--- src/rtl/mem_port_arbiter.sv ---
// Arbitrates the single cache port between instruction fetch (I) and the
// load/store queue (D); D has priority, a starvation counter forces I through.
module mem_port_arbiter #(
    parameter int width        = 32,
    parameter int starve_limit = 4,
    parameter int cnt_w        = 3
) (
    input  logic             clk,
    input  logic             rst,

    input  logic             i_read,
    input  logic [width-1:0] i_address,
    output logic [width-1:0] i_rdata,
    output logic             i_resp,

    input  logic             d_read,
    input  logic             d_write,
    input  logic [3:0]       d_byte_enable,
    input  logic [width-1:0] d_address,
    input  logic [width-1:0] d_wdata,
    output logic [width-1:0] d_rdata,
    output logic             d_resp,

    output logic             mem_read,
    output logic             mem_write,
    output logic [3:0]       mem_byte_enable,
    output logic [width-1:0] mem_address,
    output logic [width-1:0] mem_wdata,
    input  logic [width-1:0] mem_rdata,
    input  logic             mem_resp
);

    typedef enum logic [1:0] {
        IDLE = 2'd0,
        INST = 2'd1,
        DATA = 2'd2
    } state_t;

    state_t           state;
    logic [cnt_w-1:0] starve_cnt;

    logic dreq;
    logic i_starved;
    logic grant_d;
    logic grant_i;

    assign dreq      = d_read | d_write;
    assign i_starved = i_read && (starve_cnt == cnt_w'(starve_limit));
    assign grant_d   = (state == IDLE) && dreq && !i_starved;
    assign grant_i   = (state == IDLE) && !grant_d && i_read;

    // Responses are a pure qualification of mem_resp by the owner, so a
    // requester sees its data in the very cycle the cache answers.
    assign i_resp  = mem_resp && (state == INST);
    assign d_resp  = mem_resp && (state == DATA);
    assign i_rdata = mem_rdata;
    assign d_rdata = mem_rdata;

    // NOTE: state and registered outputs use non-blocking assignments so every
    // branch below sees the values from before this edge.
    always_ff @(posedge clk or negedge rst) begin
        if (!rst) begin
            state           <= IDLE;
            starve_cnt      <= '0;
            mem_read        <= 1'b0;
            mem_write       <= 1'b0;
            mem_byte_enable <= 4'b0000;
            mem_address     <= '0;
            mem_wdata       <= '0;
        end else begin
            case (state)
                IDLE: begin
                    if (grant_d) begin
                        state           <= DATA;
                        mem_address     <= d_address;
                        mem_wdata       <= d_wdata;
                        mem_byte_enable <= d_write ? d_byte_enable : 4'b1111;
                        mem_write       <= d_write;
                        mem_read        <= d_read & ~d_write;
                        if (!i_read) begin
                            starve_cnt <= '0;
                        end else if (starve_cnt != cnt_w'(starve_limit)) begin
                            starve_cnt <= starve_cnt + 1'b1;
                        end
                    end else if (grant_i) begin
                        state           <= INST;
                        mem_address     <= i_address;
                        mem_byte_enable <= 4'b1111;
                        mem_write       <= 1'b0;
                        mem_read        <= 1'b1;
                        starve_cnt      <= '0;
                    end
                end

                INST, DATA: begin
                    // Address and write data are left in place after completion.
                    if (mem_resp) begin
                        state     <= IDLE;
                        mem_read  <= 1'b0;
                        mem_write <= 1'b0;
                    end
                end

                default: begin
                    state     <= IDLE;
                    mem_read  <= 1'b0;
                    mem_write <= 1'b0;
                end
            endcase
        end
    end

endmodule

--- config.mk ---
export PLATFORM = sky130hd
export DESIGN_NAME = mem_port_arbiter
export DESIGN_NICKNAME = d
export VERILOG_FILES = /design/src/rtl/mem_port_arbiter.sv
export SDC_FILE = /design/constraint.sdc
export NUM_CORES = 1
export LEC_CHECK = 0
export CAP_MARGIN = 40
export CORE_MARGIN = 2
export CORE_UTILIZATION = 36
export CTS_CLUSTER_DIAMETER = 200
export DETAILED_ROUTE_END_ITERATION = 7
export MAX_ROUTING_LAYER = met4
export PLACE_DENSITY_LB_ADDON = 0.05
export SLEW_MARGIN = 5
export SYNTH_ARGS = -nofsm -noshare
export SYNTH_HDL_FRONTEND = slang
export SYNTH_SLANG_ARGS = --single-unit
--- constraint.sdc ---
create_clock -name clk -period 1.9 [get_ports clk]
set_input_delay 0.19 -clock clk [delete_from_list [all_inputs] [get_ports clk]]
set_output_delay 0.19 -clock clk [all_outputs]
set_load 0.005 [all_outputs]
[Word level (Yosys, flattened, before mapping)]
Index checks and enable logic that the tools add are counted.
Storage, ports and cells
  bits in registers: 75
  bits of input ports: 138
  word-level logic and storage cells: 54
Cells by class
  $add $sub $neg: 1
  eq/ne operators: 7
  mux-type cells: 20
  bitwise operators: 3
  reductions and logical operators: 16
Operator list (count)
  two-way mux 32 bit: 2
  two-way mux 3 bit: 4
  two-way mux 4 bit: 3
  logical AND 1 bit: 7
  two-way mux 2 bit: 3
  inequality test 3 bit, second input constant: 2
  AND reduction 2 bit: 3
  two-way mux 1 bit: 5
  case mux 1 bit (2 select lines): 2
  case mux 2 bit (2 select lines): 1
  adder 3 x 1 -> 3 bit, second input constant: 1
  == test 3 bit, second input constant: 1
  inequality test 3 x 2 -> 1 bit, second input constant: 1
  AND reduction 3 bit: 1
  == test 2 x 1 -> 1 bit, second input constant: 1
  == test 2 bit, second input constant: 1
  logical NOT 1 bit: 2
  logical NOT 2 bit: 1
  inequality test 2 bit, second input constant: 1
  nonzero test 2 bit: 1
  OR reduction 2 bit: 1
  AND 1 bit: 1
  NOT 1 bit: 1
  OR 1 bit: 1

[Depth between registers and ports, before layout]
Gate-level depths: netlist of the first run.
  depth after elaboration: 10
  mapped depth: 7
  depth with buffers taken out: 5

[Worst setup path before layout of the first run]
No wires, ideal clock.
  path kind: reg2reg
  start: register starve_cnt[0]
  end: register mem_wdata[0]
  data arrival time: 1.498 ns
  required time: 1.775 ns
  slack: 0.277 ns
  stages on the path, launching flop included: 8
  buffers on the path: 2
  cell sequence: dfrtp_1 inv_1 ha_1 and3_4 buf_6 nor2_8 buf_12 mux2_4
On the way
  cells in the longest elaborated chain, start to end: 5
RTL lines
  start, declared: RTL line 40  | logic [cnt_w-1:0] starve_cnt;
  start signal, assigned: RTL line 83  | starve_cnt <= starve_cnt + 1'b1;
  == test 3 bit: RTL line 48  | assign i_starved = i_read && (starve_cnt == cnt_w'(starve_limit));
  logical AND 1 bit: RTL line 48
  logical NOT 1 bit: RTL line 49  | assign grant_d = (state == IDLE) && dreq && !i_starved;
  logical AND 1 bit: RTL line 49
  AND reduction 2 bit (no line)
  end signal, assigned: RTL line 76  | mem_wdata <= d_wdata;
  end, declared: RTL line 28  | output logic [width-1:0] mem_wdata,
Every way passes these cells.
A chain may end at the register's enable or synchronous reset.

[Final worst setup path of the first run]
  start: register state[0]
  end: register starve_cnt[0]
On the way
  cells in the longest elaborated chain, start to end: 8
  elaborated cells between the ends (all ways): 10
  those cells by class: eq/ne: 1; mux: 1; reduce/logical: 8
RTL lines
  start, declared: RTL line 39  | state_t state;
  start signal, assigned: RTL line 63  | state <= IDLE;
  start signal, assigned: RTL line 74  | state <= DATA;
  start signal, assigned: RTL line 86  | state <= INST;
  logical NOT 2 bit (*): RTL line 49, 50, 71
  logical AND 1 bit (2 in a row): RTL line 49
  logical NOT 1 bit: RTL line 50  | assign grant_i = (state == IDLE) && !grant_d && i_read;
  logical AND 1 bit (2 in a row): RTL line 50
  nonzero test 2 bit (no line)
  AND reduction 3 bit (no line)
Mark *: on every way between the ends. The rest lies on a longest branch, timed or not.

==> reports/results.tsv, run 1 <==
metric	value	unit
status	finished clean	
hpwl dp	8860	µm
Mapped Avg Cell Area	11.1	µm²
Clk Latency, worst-skew pair	0.34	ns
via/cell ratio	5.16	
Worst Reg2Reg Path Length in Cells	7	
crit path launch type	register	
PD cells	1610	nW/µm²
CP required	2.13	ns
clock tree from TritonCTS	built	
R2R setup slack	0.14	ns
Die X	111	µm
asr flop ratio synth	1.00	
clock root buffer master	clkbuf_16	
wire length of the first global-routing pass	20000	µm
most common cell in the netlist	dfrtp_1	
Synth area leader	dfrtp_1	
Cells after Synth	369	
H-Tree Depth	3	
port buffer count	177	
final-report setup violation count	0	
antenna violations before repair	0	
worst setup slack after layout	0.141	ns
Tcrit/Tclk final	0.926	
setup TNS	0	ns
overall die area	12200	µm²
Max Freq	569	MHz
slew at the pin with the worst max-slew slack	0.417	ns
io pins	274	
Total GRT Usage	0.211	
Final ANT Viol Nets	0	
crit-path max cell delay	0.39	ns
Slew Limit Headroom	0.722	
Worst Skew	0.00722	ns
GRT Residual Overflow	0	
Antenna Cells	0	
Seq/Total Area, Yosys	0.459	
warnings from Yosys	0	
Placer Congestion	0.747	
Mapped Nets	512	
post-layout minimum cycle time	1.76	ns
CP max-delay cell	dfrtp_1	
top cells by area, synth	dfrtp_1 46%, buf_4 12%, mux2_4 9.9%	
Area Overhead vs Synth	43.7	%
pin count of the biggest net entering global routing	76	
row count	38	
post-layout util	0.537	
1st-iter DRT viols	231	
CP arrival	1.99	ns
top cells by count, synth	75 x dfrtp_1, 68 x buf_4, 34 x nor2_1, 33 x a21oi_1	
final hold violations	0	
total power	9.46	mW
Critical R2R Launch	state[0]	
post-route met1 wirelength	4960	µm
clock transition at the registers of the reported paths	0.06	ns
vias	3249	
Routed met2 length	6310	µm
Leakage	2.39	nW
First-pass DRT Iterations	4	
worst hold path depth	0	
Slew Limit Fails	0	
final net count	628	
CP max FO	39	
Hold Path Origin	mem_rdata[1]	
r2r endpoint	starve_cnt[0]	
max-cap violations	0	
unrepaired setup endpoints after global routing	no	
CTS Sinks	75	
critical path class	reg -> reg	
Starting Density	0.374	
WL met3	983	µm
pre-CTS setup slack	0.110	ns
Yosys reg bits	75	
WL/cell	19.7	µm
EDFF count, synth	0	
vias in the first global route	3582	
Main synth FF type	dfrtp_1	
CP Capture Type	register	
Max rail drop VDD	0.710	mV
critical-path cell list	inv_1, ha_2, buf_12, o31a_1, buf_4, nor2_1, a31o_2	
DRT Wirelength	12400	µm
clock buffer depth	2	
Die H	111	µm
Unique masters post-synth	31	
post-CTS setup buffer count	0	
DR DRC count	0	
DR top layer	met4	
CTS Buf Count	9	
Hold Path End	d_rdata[1]	
share of cells above drive strength 1	0.153	
Hold Path Class	in -> out	
Placeable Area	10900	µm²
cell area after synthesis	4090	µm²
top-area cell type share of the netlist area	0.459	
## registers in the layout, indices dropped and copies added, names as in the netlist
signal,cells
mem_address,32
mem_byte_enable,4
mem_read,1
mem_wdata,32
mem_write,1
starve_cnt,3
state,2
## logic make-up after synthesis
kind of cell / share of synthesized area
adders and majority gates: 0.0153
muxes: 0.120
and+or+nand+nor: 0.0518
buffers and inverters: 0.172
AOI/OAI and AO/OA: 0.181
DFF: 0.459
## layout by cell type (no fill, tap or decap), types with 4 or more instances in the layout
master	count
a21oi_1	33
o22a_1	4
a41oi_1	32
nor2_1	34
buf_4	16
buf_12	4
dfrtp_1	75
mux2_4	27
clkbuf_16	9
inv_1	5
ha_1	4
clkdlybuf4s50_1	176
mux2_2	5
o21ai_0	32
## where the power goes
group          leakage, nW  internal (mW)  switching, mW
Sequential           0.867           2.41          0.446
Combinational         1.37           2.92           1.94
Clock                0.146           1.03          0.713
Total                 2.39           6.36           3.10
## final cells by class
cell class	instances	area (µm²)
fill	1000	5070
timing repair buffer	198	1990
sequential	75	1880
multi-input combinational	196	1510
clock buffer	9	225
tap	140	175
clock inverter	7	77.6
inverter	5	18.8
## worst max path at each step
stage                             start  slack [ns]  depth (start not counted)               to
after floorplan           starve_cnt[0]        0.28                          7     mem_wdata[0]
after global placement           d_read        0.14                          5    mem_wdata[13]
after detailed placement         d_read        0.11                          5    mem_wdata[11]
after CTS                      state[0]        0.12                          7  mem_address[17]
after global routing           state[1]       0.005                          7  mem_address[17]
final                          state[0]        0.14                          7    starve_cnt[0]
## per-layer routing
layer | up-vias | track usage
li1 | 1487 | -
met1 | 1587 | 0.244
met2 | 151 | 0.351
met3 | 24 | 0.0703
met4 | 0 | 0.0617
met5 | - | -
## timing repair
| item | in CTS | in global routing |
|---|---|---|
| endpoints found under the hold margin | 75 | 0 |
| gates resized for setup | 0 | 2 |
| endpoints found under the setup margin | 0 | 8 |
| hold buffers | 1 | 0 |
## critical path: cells and delay by family (launching register included)
kind,cells,cell delay [ns]
simple gates,1,0.04
buf+inv,3,0.52
flops,1,0.39
compound gates,2,0.45
fa+ha+maj,1,0.25
## per-stage QoR
stage	hold slack [ns]	std cells	cell area [µm²]
finish	0.380	630	5870
global route	0.380	630	5870
global placement	0.247	613	5550
CTS	0.380	630	5860
floorplan	-0.106	369	4090
detailed placement	0.248	613	5550
No activity file was read; power rests on OpenSTA's default activity.
==> run 2, diff against run 1 <==
- CELL_PAD_IN_SITES_DETAIL_PLACEMENT: default -> 1
- CELL_PAD_IN_SITES_GLOBAL_PLACEMENT: default -> 2
- CORE_UTILIZATION: 36 -> 20
- REMOVE_ABC_BUFFERS: default -> 1
- SLEW_MARGIN: 5 -> default
==> run 2 against run 1 <==
Effect of this change:
- critical path depth shrank 3
- sequential share of layout area shrank 0.98 points
- clock skew grew 0.0034 ns
- combinational power rose by 2%
- utilization decreased by 24 points
- total power grew 2.2%
- sequential cell count did not move
- sequential power about the same
==> reports/results.tsv, run 2 (synthesized netlist as in run 1, its figures left out) <==
metric	value	unit
DRT Wirelength	16300	µm
Slew Limit Headroom	0.638	
crit path launch type	register	
critical path class	reg -> out	
final hold violations	0	
Worst Path Buf+Inv	2	
1st-iter DRT viols	90	
Sw Pwr	3.25	mW
CP Capture Type	output port	
share of cells above drive strength 1	0.152	
Crit path max-delay family	buffers and inverters	
clock tree from TritonCTS	built	
via/cell ratio	4.45	
max-cap violations	0	
commonest non-fill, non-tap cell in the layout	clkdlybuf4s50_1	
CP max-delay cell	clkdlybuf4s50_1	
final net count	625	
Leakage	2.38	nW
Min Hold Slack	0.374	ns
Worst Skew	0.0107	ns
Die H	147	µm
Tcrit/Tclk final	0.934	
post-cts sizing count	0	
Area Overhead vs Synth	48.2	%
final-report setup violation count	0	
clock transition at the registers of the reported paths	0.06	ns
wire length of the first global-routing pass	24400	µm
footprint of the multi-input gates	1520	µm²
internal power	6.43	mW
post-CTS setup buffer count	0	
CP required	1.71	ns
clock buffer depth	2	
Clk Latency, worst-skew pair	0.35	ns
Die X	147	µm
vias in the first global route	3710	
Placeable Area	20200	µm²
Hold Path Class	in -> async	
CP Depth	4	
Max Freq	563	MHz
unrepaired setup endpoints after global routing	no	
io pins	274	
First-pass DRT Iterations	4	
Total GRT Usage	0.155	
commonest non-fill, non-tap cells in the layout	176 x clkdlybuf4s50_1, 75 x dfrtp_1, 34 x nor2_1	
WL/cell	21.5	µm
status	finished clean	
CTS Sinks	75	
Slew Limit Fails	0	
CP max FO	3	
hpwl dp	11400	µm
combinational group share of total power	0.515	
Starting Density	0.203	
DR DRC count	0	
CTS Buf Count	9	
clock root buffer master	clkbuf_16	
vias	3374	
critical-path cell list	inv_1, ha_1, and2_1, clkdlybuf4s50_1	
Reg area	1880	µm²
switch share	0.335	
port buffer count	177	
CP arrival	1.58	ns
GRT Residual Overflow	0	
slew at the pin with the worst max-slew slack	0.544	ns
Final ANT Viol Nets	0	
Placer Congestion	0.702	
overall die area	21600	µm²
Clock power frac	0.189	
largest registers	mem_address (32), mem_wdata (32), mem_byte_enable (4)	
post-layout minimum cycle time	1.77	ns
pre-CTS setup slack	0.0490	ns
PD cells	1600	nW/µm²
Seq pwr share	0.297	
Worst Reg2Reg Path Length in Cells	6	
FILL cells	2250	
H-Tree Depth	3	
Max rail drop VDD	0.619	mV
pin count of the biggest net entering global routing	43	
fin area	6060	µm²
worst setup slack after layout	0.125	ns
crit-path max cell delay	0.50	ns
row count	52	
DP Area	5730	µm²
antenna violations before repair	1	
==> run 2: cell type report <==
| cell class | count | area share |
|---|---|---|
| Sequential cell | 75 | 0.310 |
| Clock buffer | 10 | 0.0395 |
| Clock inverter | 6 | 0.0118 |
| Antenna cell | 1 | 0.000413 |
| Inverter | 5 | 0.00310 |
| Tap cell | 270 | 0.0558 |
| Multi-Input combinational cell | 196 | 0.250 |
| Timing Repair Buffer | 195 | 0.329 |
==> run 2: metrics by stage <==
stage | total power [mW] | util | cells | setup TNS, ns
5_1_grt | 10.4 | 0.300 | 758 | 0
3_3_place_gp | 7.90 | 0.284 | 740 | 0
3_5_place_dp | 7.97 | 0.284 | 740 | 0
2_1_floorplan | 5.03 | - | 276 | -46.62
4_1_cts | 9.90 | 0.300 | 757 | 0
6_report | 9.67 | 0.300 | 758 | 0
==> run 2: worst register-to-register path, delay by kind of cell, from the launching register on <==
family / cells / cell delay, ns
muxes: 1 / 0.36
AOI/OAI and AO/OA: 1 / 0.13
DFF: 1 / 0.41
adders and majority gates: 1 / 0.31
and+or+nand+nor: 1 / 0.13
buffers and inverters: 2 / 0.29
==> run 2: path summary, 6_finish.rpt <==
path / startpoint / endpoint / slack (ns)
worst max-delay path: state[0] / d_resp / 0.13
worst min-delay path: rst / mem_address[30] / 0.37
worst max register to register: state[0] / mem_wdata[16] / 0.17
worst min register to register: mem_wdata[17] / mem_wdata[17] / 0.51
max in group asynchronous: rst / mem_address[18] / 0.89
min in group clk: mem_rdata[8] / i_rdata[8] / 0.38
==> run 2: what timing repair did <==
action                     in CTS  in global routing
setup endpoints to repair       0                  0
hold endpoints to repair       33                  0
hold buffers                    1                  0
==> run 2: power by group through the flow <==
stage	sequential [mW]	clock [mW]	combinational, mW
final	2.87	1.82	4.98
after global routing	2.99	1.98	5.42
after CTS	2.89	1.92	5.09
after detailed placement	2.89	0	5.07
after global placement	2.88	0	5.02
after floorplan	2.90	0	2.13
==> run 2: routing by layer <==
layer  global-route usage  share of wire  up-vias
li1                     -              -     1475
met1                0.204           0.46     1667
met2                0.192           0.39      220
met3                0.105           0.14       12
met4               0.0375          0.011        0
met5                    -              0        -
==> run 3, diff against run 2 <==
- PLACE_DENSITY_LB_ADDON: 0.05 -> 0.1
- SLEW_MARGIN: default -> 10
==> run 3 against run 2 <==
Effect of this change:
- clock-buffer cell count fell by 1
- fmax decreased by 1.2%
- critical path type unchanged
- via count up 0.92%
- sequential cell count unchanged
- sequential share of layout area shrank 0.18 points
- hold slack gained 0.0035 ns
- first-iteration DRC count increased by 20%
- utilization increased by 0.18 points
- worst setup slack lost 0.022 ns
- clock skew is 0.0058 ns lower
- highest routed layer unchanged
==> reports/results.tsv, run 3 (synthesized netlist as in run 1, its figures left out) <==
metric	value	unit
CP required	1.71	ns
Antenna Cells	0	
unrepaired setup endpoints after global routing	no	
WL met3	2430	µm
final net count	631	
DR top layer	met4	
PD cells	1590	nW/µm²
DRT Wirelength	16300	µm
largest registers	mem_address (32), mem_wdata (32), mem_byte_enable (4)	
Tcrit/Tclk final	0.945	
wire length of the first global-routing pass	24500	µm
CP arrival	1.61	ns
vias in the first global route	3837	
Starting Density	0.203	
commonest non-fill, non-tap cells in the layout	176 x clkdlybuf4s50_1, 75 x dfrtp_1, 34 x nor2_1	
commonest non-fill, non-tap cell in the layout	clkdlybuf4s50_1	
total power	9.67	mW
post-layout minimum cycle time	1.80	ns
final hold violations	0	
Max Freq	557	MHz
Leakage	2.41	nW
port buffer count	177	
CP Capture Type	output port	
antenna violations before repair	0	
DR DRC count	0	
post-CTS setup buffer count	0	
Die H	147	µm
H-Tree Depth	3	
Min Hold Slack	0.377	ns
Slew Limit Headroom	0.609	
Worst Skew	0.00486	ns
FILL cells	2235	
First-pass DRT Iterations	4	
CTS Sinks	75	
critical path class	reg -> out	
max-cap violations	0	
share of cells above drive strength 1	0.161	
clock root buffer master	clkbuf_16	
slew at the pin with the worst max-slew slack	0.587	ns
clock tree from TritonCTS	built	
hpwl dp	11500	µm
via/cell ratio	4.47	
CP max FO	3	
Routed met2 length	6510	µm
Slew Limit Fails	0	
WL/cell	21.4	µm
worst setup slack after layout	0.104	ns
Reg area	1880	µm²
post-route met1 wirelength	7240	µm
clock transition at the registers of the reported paths	0.06	ns
final-report setup violation count	0	
overall die area	21600	µm²
Clk Latency, worst-skew pair	0.34	ns
clock buffer depth	2	
GRT Residual Overflow	0	
Max rail drop VDD	0.586	mV
row count	52	
Placeable Area	20200	µm²
Final ANT Viol Nets	0	
footprint of the multi-input gates	1520	µm²
1st-iter DRT viols	108	
Hold Path Class	in -> async	
vias	3405	
crit path launch type	register	
Total GRT Usage	0.155	
Placer Congestion	0.683	
Die X	147	µm
CTS Buf Count	9	
pre-CTS setup slack	0.0620	ns
status	finished clean	
io pins	274	
Area Overhead vs Synth	49.1	%
pin count of the biggest net entering global routing	40	
==> run 3: changes by cell type in the layout (fill, tap and decap cells not counted), sizes merged <==
cell	before	now
clkinvlp	2	3
inv	7	6
clkbuf	10	9
buf	18	24
diode	1	0
==> run 3: final timing paths <==
check | slack, ns | from | end | cells past startpoint
setup reg to reg | 0.17 | state[0] | mem_wdata[3] | 6
hold / removal | 0.38 | rst | mem_address[22] | 2
max in group asynchronous | 0.86 | rst | mem_wdata[27] | 3
min in group clk | 0.38 | mem_rdata[8] | d_rdata[8] | 0
setup / recovery | 0.10 | state[0] | d_resp | 4
hold reg to reg | 0.52 | mem_read | mem_read | 1
==> run 3: per-layer routing <==
layer | global-route usage | up-vias
li1 | - | 1489
met1 | 0.197 | 1665
met2 | 0.204 | 241
met3 | 0.110 | 10
met4 | 0.0236 | 0
met5 | - | -
==> run 3: layout make-up <==
cell class | count | area share
multi-input cells | 196 | 0.249
repair buffers | 201 | 0.337
flip-flops and latches | 75 | 0.308
clock inverters | 6 | 0.0109
well taps | 270 | 0.0555
inverters | 5 | 0.00308
clock buffers | 9 | 0.0370
==> run 3: worst max-delay path, cell delays in order, from the launching register on <==
cell	delay [ns]
dfrtp_1	0.40
inv_1	0.10
ha_1	0.16
and2_1	0.12
clkdlybuf4s50_1	0.49
==> run 3: per-stage QoR <==
| step | utilization | cell area (µm²) | instances | TNS (ns) |
|---|---|---|---|---|
| after floorplan | - | 3400 | 276 | -46.62 |
| after global placement | 0.287 | 5790 | 746 | 0 |
| after detailed placement | 0.287 | 5790 | 746 | 0 |
| after CTS | 0.302 | 6090 | 762 | 0 |
| after global routing | 0.302 | 6090 | 762 | 0 |
| final | 0.302 | 6090 | 762 | 0 |
==> run 3: power by group <==
part | internal [mW] | leakage, nW | switching [mW]
clock | 1.01 | 0.134 | 0.733
combinational | 3.01 | 1.41 | 2.03
sequential | 2.41 | 0.867 | 0.476
total | 6.43 | 2.41 | 3.24
==> run 3: repair_timing <==
action / 4_1_cts / 5_1_grt
hold buffers: 1 / 0
endpoints found under the hold margin: 35 / 0
gates resized for setup: 0 / 0
